[config.mk]
export PLATFORM = sky130hd
export DESIGN_NAME = multicycle_control_fsm
export DESIGN_NICKNAME = d
export VERILOG_FILES = /design/src/rtl/multicycle_control_fsm.sv
export SDC_FILE = /design/constraint.sdc
export NUM_CORES = 1
export LEC_CHECK = 0
export BUFFER_PORTS_ARGS = -buffer_cell sky130_fd_sc_hd__buf_4
export CORE_AREA = 2 2 39 41
export CTS_BUF_LIST = sky130_fd_sc_hd__clkbuf_4
export CTS_CLUSTER_SIZE = 16
export DETAILED_ROUTE_END_ITERATION = 8
export DIE_AREA = 0 0 41 43
export PLACE_DENSITY = 0.71
export SYNTH_ARGS = -nofsm -noshare
export SYNTH_HDL_FRONTEND = slang
export SYNTH_SLANG_ARGS = --single-unit
[constraint.sdc]
create_clock -name CLK -period 2.7 [get_ports CLK]
set_input_delay 0.27 -clock CLK [delete_from_list [all_inputs] [get_ports CLK]]
set_output_delay 0.27 -clock CLK [all_outputs]
set_load 0.02 [all_outputs]
[src/rtl/multicycle_control_fsm.sv]
// Multicycle MIPS control unit.
// It steps each instruction through IF, ID and then the EXE, MEM and WB states
// that the instruction needs. It drives every datapath enable and select.
//
// Ports:
//   CLK, RST   : clock (state changes on posedge); asynchronous active-high reset
//   opcode     : instr[31:26] from the instruction register
//   zero       : ALU zero flag, used by beq
//   state      : current state, for debug and display
//   PCWre      : PC load enable
//   IRWre      : instruction register load enable
//   RegWre     : register-file write enable
//   RegDst     : write address select (00=$31, 01=rt, 10=rd)
//   WrRegDSrc  : write data select (0=PC+4, 1=DB bus)
//   ALUSrcB    : ALU B operand (0=rt data, 1=extended immediate)
//   ExtSel     : immediate extension (0=zero-extend, 1=sign-extend)
//   ALUOp      : ALU operation (000 add, 001 sub, 010 and, 011 or)
//   mRD, mWR   : data-memory read and write strobes
//   DBDataSrc  : DB bus source (0=ALU result, 1=memory data)
//   PCSrc      : next PC (00 PC+4, 01 branch, 10 rs, 11 jump target)
//
// All outputs are combinational from the state and the opcode. As a result,
// the register file's negedge write lands in the middle of the writeback cycle.
module multicycle_control_fsm #(
  parameter int              OP_W    = 6,
  parameter logic [OP_W-1:0] HALT_OP = 6'b111111
) (
  input  logic            CLK,
  input  logic            RST,
  input  logic [OP_W-1:0] opcode,
  input  logic            zero,
  output logic [2:0]      state,
  output logic            PCWre,
  output logic            IRWre,
  output logic            RegWre,
  output logic [1:0]      RegDst,
  output logic            WrRegDSrc,
  output logic            ALUSrcB,
  output logic            ExtSel,
  output logic [2:0]      ALUOp,
  output logic            mRD,
  output logic            mWR,
  output logic            DBDataSrc,
  output logic [1:0]      PCSrc
);

  localparam logic [OP_W-1:0] OP_ADD  = 6'b000000;
  localparam logic [OP_W-1:0] OP_SUB  = 6'b000001;
  localparam logic [OP_W-1:0] OP_OR   = 6'b010000;
  localparam logic [OP_W-1:0] OP_AND  = 6'b010001;
  localparam logic [OP_W-1:0] OP_ADDI = 6'b000010;
  localparam logic [OP_W-1:0] OP_ORI  = 6'b010010;
  localparam logic [OP_W-1:0] OP_SW   = 6'b110000;
  localparam logic [OP_W-1:0] OP_LW   = 6'b110001;
  localparam logic [OP_W-1:0] OP_BEQ  = 6'b110100;
  localparam logic [OP_W-1:0] OP_J    = 6'b111000;
  localparam logic [OP_W-1:0] OP_JR   = 6'b111001;
  localparam logic [OP_W-1:0] OP_JAL  = 6'b111010;

  typedef enum logic [2:0] {
    S_IF     = 3'b000,
    S_ID     = 3'b001,
    S_EXE_LS = 3'b010,
    S_MEM    = 3'b011,
    S_WB_LD  = 3'b100,
    S_EXE_BR = 3'b101,
    S_EXE_AL = 3'b110,
    S_WB_AL  = 3'b111
  } state_t;

  state_t stateReg, nextState;

  logic isRType, isImm, isLw, isSw, isBeq, isJ, isJr, isJal, isHalt;

  assign isRType = (opcode == OP_ADD) || (opcode == OP_SUB) ||
                   (opcode == OP_OR)  || (opcode == OP_AND);
  assign isImm   = (opcode == OP_ADDI) || (opcode == OP_ORI);
  assign isLw    = (opcode == OP_LW);
  assign isSw    = (opcode == OP_SW);
  assign isBeq   = (opcode == OP_BEQ);
  assign isJ     = (opcode == OP_J);
  assign isJr    = (opcode == OP_JR);
  assign isJal   = (opcode == OP_JAL);
  assign isHalt  = (opcode == HALT_OP);

  assign state = stateReg;

  always_ff @(posedge CLK or posedge RST) begin
    if (RST) stateReg <= S_IF;
    else     stateReg <= nextState;
  end

  always_comb begin
    nextState = stateReg;
    PCWre     = 1'b0;
    IRWre     = 1'b0;
    RegWre    = 1'b0;
    RegDst    = 2'b00;
    WrRegDSrc = 1'b0;
    mRD       = 1'b0;
    mWR       = 1'b0;
    DBDataSrc = 1'b0;
    PCSrc     = 2'b00;

    // The opcode is stable from the end of IF onward, so the ALU-facing
    // selects are decoded from the opcode alone. This holds them constant
    // across every EXE, MEM and WB cycle of the instruction.
    ALUSrcB = isImm || isLw || isSw;
    ExtSel  = (opcode != OP_ORI);
    if (opcode == OP_SUB || isBeq)                 ALUOp = 3'b001;
    else if (opcode == OP_AND)                     ALUOp = 3'b010;
    else if (opcode == OP_OR || opcode == OP_ORI)  ALUOp = 3'b011;
    else                                           ALUOp = 3'b000;

    case (stateReg)
      S_IF: begin
        IRWre     = 1'b1;
        nextState = S_ID;
      end
      S_ID: begin
        if (isHalt)                nextState = S_ID;
        else if (isRType || isImm) nextState = S_EXE_AL;
        else if (isLw || isSw)     nextState = S_EXE_LS;
        else if (isBeq)            nextState = S_EXE_BR;
        else begin
          // j, jr, jal and any unknown opcode (a NOP) all finish in ID.
          nextState = S_IF;
          PCWre     = 1'b1;
          if (isJ || isJal) PCSrc = 2'b11;
          else if (isJr)    PCSrc = 2'b10;
          // jal writes PC+4 into $31. RegDst and WrRegDSrc stay at 00 and 0.
          RegWre = isJal;
        end
      end
      S_EXE_AL: nextState = S_WB_AL;
      S_WB_AL: begin
        RegWre    = 1'b1;
        RegDst    = isRType ? 2'b10 : 2'b01;
        WrRegDSrc = 1'b1;
        PCWre     = 1'b1;
        nextState = S_IF;
      end
      S_EXE_LS: nextState = S_MEM;
      S_MEM: begin
        if (isLw) begin
          mRD       = 1'b1;
          DBDataSrc = 1'b1;
          nextState = S_WB_LD;
        end else begin
          mWR       = isSw;
          PCWre     = 1'b1;
          nextState = S_IF;
        end
      end
      S_WB_LD: begin
        RegWre    = 1'b1;
        RegDst    = 2'b01;
        WrRegDSrc = 1'b1;
        DBDataSrc = 1'b1;
        PCWre     = 1'b1;
        nextState = S_IF;
      end
      S_EXE_BR: begin
        PCSrc     = zero ? 2'b01 : 2'b00;
        PCWre     = 1'b1;
        nextState = S_IF;
      end
      default: nextState = S_IF;
    endcase

    // While reset is held, no enable may disturb the datapath.
    if (RST) begin
      PCWre  = 1'b0;
      IRWre  = 1'b0;
      RegWre = 1'b0;
      mRD    = 1'b0;
      mWR    = 1'b0;
    end
  end

endmodule

* Word level (Yosys, flattened, before mapping)
Cells that the tools add are included.
** Word-level totals
- Flip-flop bits (word level) :: 3
- Bits of input ports :: 9
- Output and inout port bits :: 19
** Operators by class
- Eq/ne operators :: 20
- Multiplexer cells :: 42
- Reductions and logical operators :: 15
** Operators by type and width (number)
- 6-bit == test (second input constant) :: 7
- 1-bit 2-to-1 mux :: 21
- 2-bit 2-to-1 mux :: 10
- 6-bit by 5-bit == test with 1-bit output (second input constant) :: 3
- 3-bit one-hot mux with 6 select lines :: 1
- 3-bit 2-to-1 mux :: 5
- 3-bit == test (second input constant) :: 4
- 1-bit logical OR :: 11
- 2-bit one-hot mux with 2 select lines :: 2
- 3-bit by 2-bit == test with 1-bit output (second input constant) :: 2
- 6-bit by 1-bit == test with 1-bit output (second input constant) :: 1
- 6-bit by 2-bit == test with 1-bit output (second input constant) :: 1
- 6-bit logical NOT :: 1
- 6-bit by 5-bit inequality test with 1-bit output (second input constant) :: 1
- 1-bit one-hot mux with 2 select lines :: 2
- 3-bit by 1-bit == test with 1-bit output (second input constant) :: 1
- 3-bit logical NOT :: 1
- 1-bit one-hot mux with 3 select lines :: 1
- 3-bit OR reduction :: 1
- 2-bit OR reduction :: 1

* Longest topological paths before layout
Gate-level depths: netlist (run 1).
- Word-level depth :: 9
- Gate-level depth with buffers :: 5
- Gate-level depth less buffers :: 4

* Least setup slack after synthesis (run 1)
OpenSTA, ideal clock, no wires.
- Path kind :: register to output
- Start :: register stateReg[1] (netlist: state[1])
- End :: output PCWre
- Arrival time :: 1442 ps
- Required time :: 2430 ps
- Slack :: 988 ps
- Cell stages (with the launch flop) :: 5
- Cell sequence :: dfrtp_1 nand2b_1 nor3_1 o21ai_0 o21ai_0
** On the way
- Longest elaborated chain between the ends :: 4
- Elaborated cells on any way between the ends :: 8
- Those cells by class :: 5 x eq/ne; 2 x mux; 1 x reduce/logical
** Ends and longest elaborated chain
- from (decl) :: RTL line 71 : state_t stateReg, nextState;
- from (signal assigned) :: RTL line 90 : else stateReg <= nextState;
- 3-bit == test :: RTL line 115 : case (stateReg)
- 3-bit OR reduction (no source line)
- 1-bit one-hot mux with 3 select lines (*) :: RTL line 115
- 1-bit 2-to-1 mux (*) :: RTL line 172 : if (RST) begin
- to (decl) :: RTL line 33 : output logic PCWre,
Mark *: on every way between the ends. The rest lies on a longest branch, timed or not.

* Worst setup path in the final report (run 1)
- Start :: register stateReg[2] (netlist: state[2])
- End :: output PCWre
The elaborated chain is that of the path after synthesis.

==> insert_results.sql, run 1 <==
INSERT INTO impl_metrics (metric_group, metric, value, unit) VALUES
('layout', 'area_growth', '42.20', '%'),
('global_route', 'grt_antenna_before_repair', '0', ''),
('routing', 'routed-via-count', '688', ''),
('critical_path', 'critical_path.endpoint_type', 'output port', ''),
('global_route', 'grt_start_max_net_pins', '17', ''),
('min_path', 'worstHoldPathType', 'in2reg', ''),
('sta', 'maxSlewViolCount', '0', ''),
('routing', 'postRouteAntennaNets', '0', ''),
('sta', 'final_worst_clock_skew', '0.005814', 'ns'),
('sta', 'period_needed', '1.856', 'ns'),
('place', 'final_weighted_congestion_in_routability_driven_placement', '0.8318', ''),
('critical_path', 'critPathLaunchType', 'flop', ''),
('sta', 'aggregate_negative_setup_slack', '0', 'ns'),
('floorplanning', 'fp.dieW', '41', 'um'),
('routing', 'wirelength', '1428', 'um'),
('cts', 'tritoncts.num_buffers', '3', ''),
('critical_path', 'r2r_setup_slack', '1.51', 'ns'),
('routing', 'drt_pass1_iterations', '4', ''),
('critical_path', 'reg2reg_to', 'state[2]', ''),
('sta', 'setup_repair_after_global_routing_missed_its_margin', 'false', ''),
('floorplanning', 'die_area', '1763', 'um2'),
('place', 'dp.final_hpwl', '1080', 'um'),
('cts', 'post-cts-setup-buffer-count', '0', ''),
('cts', 'postCtsResizedCells', '0', ''),
('floorplanning', 'core-area', '1384', 'um2'),
('routing', 'initialDrtViolationCount', '25', ''),
('synth', 'synth.lib_cells_used.distinct', '31', ''),
('power', 'power.ir.vdd_worst', '0.4716', 'mV'),
('sta', 'setup_viol', '0', ''),
('power', 'power_density', '537.2', 'nW/um2'),
('sta', 'timing_hold_violations_final', '0', ''),
('synth', 'synth_nets', '92', ''),
('layout', 'postLayoutCellArea', '729.5', 'um2'),
('synth', 'synth_area_leader_cell', 'dfrtp_1', ''),
('global_route', 'tot_gr_track_use', '18.53', '%'),
('run', 'maxCapViolations', '0', ''),
('critical_path', 'timing.critical_path.to', 'PCWre', ''),
('floorplanning', 'die_y', '43', 'um'),
('global_route', 'grt_pass1_vias', '563', ''),
('place', 'post-place-cells', '117', ''),
('global_route', 'overflow', '0', ''),
('critical_path', 'data_arrival_at_the_endpoint_of_the_critical_path', '1.59', 'ns'),
('layout', 'num_antenna_cells', '0', ''),
('critical_path', 'cp.required', '2.43', 'ns'),
('floorplanning', 'initial_core_util', '37.07', '%'),
('critical_path', 'critical_path.max_fanout', '15', ''),
('synth', 'syn_avg_cell_area', '6.181', 'um2'),
('routing', 'drc', '0', ''),
('routing', 'avgViaCountPerCell', '5.639', ''),
('place', 'placed_cell_area', '689.4', 'um2'),
('place', 'post-place-ws', '1.108', 'ns'),
('synth', 'yosysSeqAreaShare', '14.63', '%'),
('synth', 'syn_area', '513.0', 'um2'),
('cts', 'reg_clk_slew_reported_paths', '0.04', 'ns'),
('cts', 'clock_latency_late_sink', '0.24', 'ns'),
('synth', 'synth_cells', '83', ''),
('sta', 'fmax', '538.8', 'MHz'),
('synth', 'post-synth-top-area-fraction', '14.63', '%'),
('layout', 'final_core_utilization', '52.71', '%'),
('synth', 'yosys-top-cells-area', 'dfrtp_1 15%, nor3_1 8.8%, a21oi_1 7.8%', ''),
('critical_path', 'critical_path.max_stage_delay', '0.52', 'ns'),
('synth', 'yosys_register_bits', '3', ''),
('cts', 'ctsLongestPathBuffers', '2', ''),
('layout', 'largest_register_ffs', '3', ''),
('floorplanning', 'placement_rows', '14', ''),
('status', 'status', 'completed', ''),
('critical_path', 'crit_chain', 'and3b_1 > nand3_1 > o221ai_1 > o21ai_0 > buf_4', ''),
('cts', 'cts_root_buf', 'clkbuf_4', ''),
('critical_path', 'critPathSlowestCell', 'dfrtp_1', ''),
('power', 'power_leakage', '0.3346', 'nW'),
('critical_path', 'critical_path.startpoint', 'state[2]', '');
-- power breakdown --
group          internal [mW]  switching (mW)
clock network         0.0656          0.0259
logic                 0.0890           0.122
registers             0.0587          0.0310
-- worst min-delay path by stage --
stage	start	end	slack [ns]
after global routing	opcode[3]	state[1]	0.49
after global placement	RST	state[1]	0.20
after floorplan	RST	state[0]	0.03
final	opcode[2]	state[1]	0.46
after CTS	opcode[2]	state[1]	0.46
after detailed placement	RST	state[0]	0.20
-- cells by family after synthesis --
family	synth area share [%]
and+or+nand+nor	50.25
AOI/OAI and AO/OA	25.37
buffers and inverters	9.025
DFF	14.63
other	0.7310
-- cells in the mapped netlist --
library cell and instances:
nor2_1 9, nor3_1 9, a21oi_1 8, nand2_1 7
nand3_1 7, buf_2 4, clkbuf_1 3, dfrtp_1 3
nor2b_1 3, a31oi_1 2, and3b_1 2, inv_1 2
nand2b_1 2, nand4b_1 2, nor4_1 2, o21a_1 2
o21ai_0 2, a211o_1 1, a21boi_1 1, a21o_1 1
a21oi_2 1, and2_1 1, buf_4 1, conb_1 1
nand3b_1 1, nor4_2 1, o21ai_1 1, o221ai_1 1
o22ai_1 1, or2_1 1, or3_1 1
-- cell usage in the layout (no fill, tap or decap), drive strengths merged, types with 3 or more instances in the layout --
master,synthesis,routed
buf,5,26
nor2,9,9
nor3,9,9
a21oi,9,9
nand3,7,7
nand2,7,7
clkbuf,3,4
nor2b,3,3
dfrtp,3,3
nor4,3,3
o21ai,3,3
-- worst max-delay path, delay by kind of cell (launching register included) --
family          cells  cell delay [ns]
compound gates      2             0.26
simple gates        2             0.41
flops               1             0.52
buf+inv             1             0.17
-- layer usage --
metal,vias up,global-route usage [%],part of all wire [%]
met1,318,27.60,43
met3,2,3.141,7.2
met2,27,27.19,49
li1,341,-,-
met5,-,0,0
met4,0,4.000,0.56
-- cell type report --
| type | count | area, um2 |
|---|---|---|
| fillers | 140 | 654.4 |
| clock buffers | 4 | 30.03 |
| multi-input cells | 70 | 391.6 |
| inverters | 2 | 7.507 |
| well taps | 16 | 20.02 |
| flip-flops and latches | 3 | 75.07 |
| repair buffers | 27 | 205.2 |
Note: power is estimated with default switching activity, not from simulation.
==> run 2, diff against run 1 <==
ABC_AREA = 1   (was not set)
PLACE_DENSITY = 0.69   (was 0.71)
clock period = 1.7 ns   (was 2.7 ns; I/O delays follow)
==> insert_results.sql, run 2 <==
INSERT INTO impl_metrics (metric_group, metric, value, unit) VALUES
('global_route', 'overflow', '0', ''),
('min_path', 'worstHoldPathCells', '6', ''),
('layout', 'num_antenna_cells', '0', ''),
('power', 'power.ir.vdd_worst', '0.6492', 'mV'),
('cts', 'clock_sink_count', '3', ''),
('routing', 'routed_wire_length_per_instance', '10.79', 'um'),
('layout', 'proportion_of_layout_cells_with_a_drive_suffix_above_1', '43.36', '%'),
('routing', 'wirelength', '1392', 'um'),
('critical_path', 'cp.required', '1.53', 'ns'),
('synth', 'synthArstFlopShare', '100.0', '%'),
('critical_path', 'data_arrival_at_the_endpoint_of_the_critical_path', '1.44', 'ns'),
('layout', 'area_growth', '54.30', '%'),
('synth', 'post-synth-top-area-fraction', '16.13', '%'),
('floorplanning', 'fp.dieW', '41', 'um'),
('place', 'post-place-ws', '0.3208', 'ns'),
('critical_path', 'critical_path.endpoint_type', 'output port', ''),
('floorplanning', 'die_y', '43', 'um'),
('floorplanning', 'core-area', '1384', 'um2'),
('cts', 'htreeDepth', '1', ''),
('layout', 'largest_register_ffs', '3', ''),
('critical_path', 'reg2reg_to', 'state[0]', ''),
('global_route', 'grt_antenna_before_repair', '0', ''),
('sta', 'postLayoutSetupSlackWorst', '0.09433', 'ns'),
('synth', 'synth_nets', '92', ''),
('cts', 'reg_clk_slew_reported_paths', '0.04', 'ns'),
('critical_path', 'critical_path.max_fanout', '5', ''),
('global_route', 'grt_pass1_vias', '553', ''),
('routing', 'drc', '0', ''),
('global_route', 'tot_gr_track_use', '16.78', '%'),
('synth', 'synth_cells', '83', ''),
('routing', 'postRouteAntennaNets', '0', ''),
('global_route', 'grt_first_pass_wirelength', '2097', 'um'),
('place', 'port_bufs', '26', ''),
('min_path', 'worstHoldEndpoint', 'state[1]', ''),
('critical_path', 'crit-reg2reg-launch', 'state[2]', ''),
('cts', 'clock_latency_late_sink', '0.23', 'ns'),
('cts', 'ctsLongestPathBuffers', '2', ''),
('synth', 'cell_with_the_most_instances_after_synthesis', 'nand2_1', ''),
('global_route', 'grt_start_max_net_pins', '8', ''),
('synth', 'syn_area', '465.4', 'um2'),
('power', 'power_leakage', '0.3835', 'nW'),
('synth', 'synth.yosys.warnings', '0', ''),
('floorplanning', 'placement_rows', '14', ''),
('critical_path', 'r2r_setup_slack', '0.64', 'ns'),
('floorplanning', 'die_area', '1763', 'um2'),
('layout', 'layout.cells.most_common_list', '26 x buf_4, 17 x nand2_1, 11 x nand3_1', ''),
('synth', 'synth.lib_cells_used.distinct', '21', ''),
('cts', 'clock_tree_from_tritoncts', 'done', ''),
('sta', 'setup_viol', '0', ''),
('routing', 'routed-via-count', '646', ''),
('sta', 'timing_hold_violations_final', '0', ''),
('synth', 'yosys_most_used_dff', 'dfrtp_1', ''),
('sta', 'fmax', '622.8', 'MHz'),
('min_path', 'worstHoldPathType', 'in2reg', ''),
('status', 'status', 'completed', ''),
('critical_path', 'critPathLaunchType', 'input port', ''),
('synth', 'yosysSeqAreaShare', '16.13', '%'),
('critical_path', 'critical_path.startpoint', 'RST', ''),
('routing', 'avgViaCountPerCell', '5.008', ''),
('sta', 'final_worst_clock_skew', '0.0001347', 'ns'),
('sta', 'final.period_utilization', '94.45', '%'),
('floorplanning', 'initial_core_util', '33.63', '%'),
('critical_path', 'worst-setup-path-type', 'in2out', ''),
('run', 'maxCapViolations', '0', ''),
('routing', 'drt_pass1_iterations', '4', ''),
('cts', 'post-cts-setup-buffer-count', '0', ''),
('min_path', 'holdCritStartpoint', 'opcode[5]', ''),
('sta', 'maxSlewViolCount', '0', ''),
('synth', 'yosys_register_bits', '3', ''),
('sta', 'period_needed', '1.606', 'ns'),
('cts', 'cts_root_buf', 'clkbuf_4', ''),
('layout', 'fin_nets', '123', ''),
('place', 'dp.final_hpwl', '1131', 'um'),
('power', 'power_density', '914.0', 'nW/um2'),
('power', 'power.total', '0.6564', 'mW'),
('synth', 'synth.cells.most_frequent', '17 x nand2_1, 11 x nand3_1, 9 x inv_1', ''),
('floorplanning', 'floorplan.io_pins', '28', ''),
('synth', 'syn_avg_cell_area', '5.608', 'um2'),
('routing', 'initialDrtViolationCount', '16', ''),
('cts', 'tritoncts.num_buffers', '3', ''),
('layout', 'layout_commonest_cell', 'buf_4', ''),
('critical_path', 'reg2reg_depth', '4', ''),
('synth', 'edff_count_synth', '0', ''),
('synth', 'synth_area_leader_cell', 'dfrtp_1', ''),
('synth', 'yosys-top-cells-area', 'dfrtp_1 16%, nand2_1 14%, nand3_1 12%', ''),
('place', 'final_weighted_congestion_in_routability_driven_placement', '0.8301', ''),
('sta', 'setup_repair_after_global_routing_missed_its_margin', 'true', '');
-- run 2: changes by cell type after synthesis, moves of 4 or more --
cell and change:
nand3_1 +4, nor3_1 -7, nor2_2 +5, inv_1 +7, inv_2 +7, buf_2 -4
a21oi_1 -6, nand4_1 +4, nand2_1 +10
-- run 2: metrics by stage --
step	utilization (%)	hold WS, ns	TNS, ns	cell area, um2	instances
3_3_place_gp	48.64	0.09589	0	673.1	124
3_5_place_dp	48.64	0.1028	0	673.1	124
5_1_grt	51.90	0.4450	-0.01021	718.2	129
2_1_floorplan	-	-0.06812	0	465.4	83
6_report	51.90	0.4032	0	718.2	129
4_1_cts	51.54	0.3965	0	713.2	129
-- run 2: routing by layer --
| metal | vias up | share of wire, % | global-route usage, % |
|---|---|---|---|
| met5 | - | 0 | 0 |
| met4 | 0 | 0 | 8.000 |
| met3 | 0 | 3.6 | 0 |
| met2 | 19 | 54 | 29.69 |
| met1 | 299 | 42 | 19.35 |
| li1 | 328 | - | - |
-- run 2: how the worst max path moves through the flow --
stage / end
floorplan: RegDst[0]
global placement: PCWre
detailed placement: PCWre
CTS: PCWre
global route: PCWre
finish: mWR
-- run 2: worst max-delay path, cell delays in order --
cell	delay, ns
dlygate4sd3_1	0.55
buf_4	0.16
inv_1	0.13
nand4_1	0.11
nor3_1	0.14
buf_4	0.17
-- run 2: power breakdown --
part	internal (mW)	switching, mW
registers	0.0970	0.0514
logic	0.151	0.217
clock network	0.104	0.0365
total	0.352	0.305
-- run 2: kinds of logic after synthesis --
group,share of synthesized area [%]
compound gates,13.44
flops,16.13
simple gates,55.11
buf+inv,14.52
other cells,0.8057
-- run 2: repair_timing --
| item | in CTS | in global routing |
|---|---|---|
| gates resized for setup | 0 | 3 |
| hold endpoints to repair | 3 | 0 |
| endpoints found under the setup margin | 0 | 2 |
| hold buffers | 1 | 0 |
-- run 2: layout make-up --
type / instances / area [um2]
clock buffer: 4 / 30.03
fill: 153 / 665.6
inverter: 16 / 62.56
multi-input combinational: 63 / 322.8
sequential: 3 / 77.57
tap: 16 / 20.02
timing repair buffer: 27 / 205.2
==> run 3, diff against run 2 <==
CELL_PAD_IN_SITES_DETAIL_PLACEMENT = 1   (was not set)
CELL_PAD_IN_SITES_GLOBAL_PLACEMENT = 1   (was not set)
CORE_AREA = not set   (was 2 2 39 41)
CORE_MARGIN = 2   (was not set)
CORE_UTILIZATION = 27   (was not set)
DIE_AREA = not set   (was 0 0 41 43)
PLACE_DENSITY = not set   (was 0.69)
PLACE_DENSITY_LB_ADDON = 0.1   (was not set)
clock period = 1.6 ns   (was 1.7 ns; I/O delays follow)
==> insert_results.sql, run 3 (same netlist as run 2, synthesis figures left out) <==
INSERT INTO impl_metrics (metric_group, metric, value, unit) VALUES
('status', 'status', 'completed', ''),
('critical_path', 'critical_path.max_fanout', '7', ''),
('place', 'port_bufs', '26', ''),
('power', 'p_sw_share', '43.18', '%'),
('layout', 'n_fill_cell', '239', ''),
('routing', 'routed_wire_length_per_instance', '11.85', 'um'),
('routing', 'routed-via-count', '662', ''),
('cts', 'tritoncts.num_buffers', '3', ''),
('sta', 'fmax', '636.9', 'MHz'),
('floorplanning', 'die_area', '2072', 'um2'),
('power', 'power_density', '1022', 'nW/um2'),
('cts', 'clock_sink_count', '3', ''),
('layout', 'layout_commonest_cell', 'buf_4', ''),
('power', 'p_switching', '0.3463', 'mW'),
('routing', 'postRouteAntennaNets', '0', ''),
('power', 'power_leakage', '0.4179', 'nW'),
('global_route', 'overflow', '0', ''),
('layout', 'largest_register_ffs', '3', ''),
('layout', 'area_growth', '68.55', '%'),
('routing', 'wirelength', '1623', 'um'),
('global_route', 'grt_first_pass_wirelength', '2490', 'um'),
('cts', 'ctsLongestPathBuffers', '2', ''),
('place', 'final_weighted_congestion_in_routability_driven_placement', '0.7769', ''),
('routing', 'drc', '0', ''),
('global_route', 'grt_antenna_before_repair', '0', ''),
('sta', 'final.period_utilization', '98.13', '%'),
('routing', 'initialDrtViolationCount', '3', ''),
('floorplanning', 'core-area', '1670', 'um2'),
('layout', 'layout.cells.most_common_list', '32 x buf_4, 17 x nand2_1, 10 x nand3_1', ''),
('layout', 'final_core_utilization', '46.97', '%'),
('cts', 'htreeDepth', '1', ''),
('sta', 'maxSlewViolCount', '0', ''),
('layout', 'layout.cells.non_filler', '137', ''),
('power', 'internal-power', '0.4558', 'mW'),
('place', 'post-place-ws', '0.2188', 'ns'),
('layout', 'fin_nets', '130', ''),
('layout', 'proportion_of_layout_cells_with_a_drive_suffix_above_1', '49.17', '%'),
('power', 'sequential_power_share', '18.1', '%'),
('cts', 'reg_clk_slew_reported_paths', '0.04', 'ns'),
('global_route', 'grt_start_max_net_pins', '8', ''),
('layout', 'num_antenna_cells', '0', ''),
('global_route', 'grt_pass1_vias', '559', ''),
('routing', 'avgViaCountPerCell', '4.832', ''),
('sta', 'final_worst_clock_skew', '0.003038', 'ns'),
('place', 'dp.final_hpwl', '1325', 'um'),
('floorplanning', 'initial_core_util', '27.87', '%'),
('cts', 'clock_latency_late_sink', '0.22', 'ns'),
('place', 'post-place-cells', '125', ''),
('routing', 'drt_pass1_iterations', '2', ''),
('critical_path', 'critical_path.endpoint_type', 'output port', ''),
('floorplanning', 'die_y', '45.52', 'um'),
('global_route', 'tot_gr_track_use', '16.15', '%'),
('sta', 'timing_hold_violations_final', '0', ''),
('run', 'maxCapViolations', '0', ''),
('min_path', 'worstHoldPathType', 'in2async', ''),
('sta', 'setup_viol', '0', ''),
('power', 'comb_power_share', '64.2', '%'),
('floorplanning', 'floorplan.io_pins', '28', ''),
('power', 'clock_network_fraction_of_total_power', '17.7', '%'),
('sta', 'postLayoutSetupSlackWorst', '0.02996', 'ns'),
('sta', 'setup_repair_after_global_routing_missed_its_margin', 'true', ''),
('sta', 'aggregate_negative_setup_slack', '0', 'ns'),
('floorplanning', 'placement_rows', '15', ''),
('power', 'power.ir.vdd_worst', '0.8097', 'mV'),
('critical_path', 'data_arrival_at_the_endpoint_of_the_critical_path', '1.41', 'ns'),
('critical_path', 'critPathLaunchType', 'flop', ''),
('sta', 'period_needed', '1.570', 'ns'),
('critical_path', 'cp.required', '1.44', 'ns'),
('floorplanning', 'fp.dieW', '45.52', 'um'),
('cts', 'cts_root_buf', 'clkbuf_4', ''),
('critical_path', 'worst-setup-path-type', 'reg2out', ''),
('cts', 'clock_tree_from_tritoncts', 'done', '');
-- run 3: changes by cell type in the layout (fill, tap and decap cells not counted), sizes merged --
cell / delta
buf: +7
-- run 3: per-layer routing --
metal	wire, um	vias up	GRT usage [%]	part of all wire [%]
li1	-	347	-	-
met1	766	295	24.05	47
met2	775	20	25.63	48
met3	80	0	2.778	4.9
met4	0	0	0	0
met5	0	-	0	0
-- run 3: power by group through the flow --
stage | Clock [mW] | Sequential [mW] | Combinational (mW)
2_1_floorplan | 0 | 0.168 | 0.220
3_3_place_gp | 0 | 0.147 | 0.381
3_5_place_dp | 0 | 0.150 | 0.388
4_1_cts | 0.148 | 0.143 | 0.491
5_1_grt | 0.159 | 0.150 | 0.565
6_report | 0.142 | 0.145 | 0.515
-- run 3: through the flow --
step	total power [mW]	area (um2)	hold WS [ns]
2_1_floorplan	0.3882	465.4	-0.07812
3_3_place_gp	0.5277	674.4	0.09357
3_5_place_dp	0.5376	674.4	0.09651
4_1_cts	0.7817	745.7	0.4128
5_1_grt	0.8737	784.5	0.3803
6_report	0.8021	784.5	0.3794
-- run 3: layout make-up --
class | count | area (um2) | area share, %
Inverter | 16 | 62.56 | 7.974
Tap cell | 17 | 21.27 | 2.711
Clock buffer | 4 | 30.03 | 3.828
Timing Repair Buffer | 34 | 261.5 | 33.33
Multi-Input combinational cell | 63 | 331.6 | 42.26
Sequential cell | 3 | 77.57 | 9.888
-- run 3: worst paths after layout --
| path | startpoint | to | slack [ns] | depth (start not counted) |
|---|---|---|---|---|
| max in group asynchronous | RST | state[1] | 1.11 | 3 |
| worst max register to register | state[1] | state[1] | 0.46 | 5 |
| worst min-delay path | RST | state[0] | 0.38 | 3 |
| worst max-delay path | state[2] | PCWre | 0.03 | 5 |
| worst min register to register | state[0] | state[1] | 0.67 | 3 |
| min in group CLK | opcode[5] | state[2] | 0.42 | 6 |
-- run 3: what timing repair did --
item | in CTS | in global routing
hold endpoints to repair | 3 | 0
resized for setup | 1 | 6
buffers inserted | 4 | 3
setup endpoints to repair | 1 | 4
pin swaps | 1 | 4
hold buffers | 1 | 0
-- run 3: worst max-delay path, cell delays in order (launching register included) --
cell	delay [ns]
dfrtp_1	0.52
inv_2	0.11
o21ai_1	0.19
nand2_1	0.10
a21oi_2	0.13
buf_4	0.14
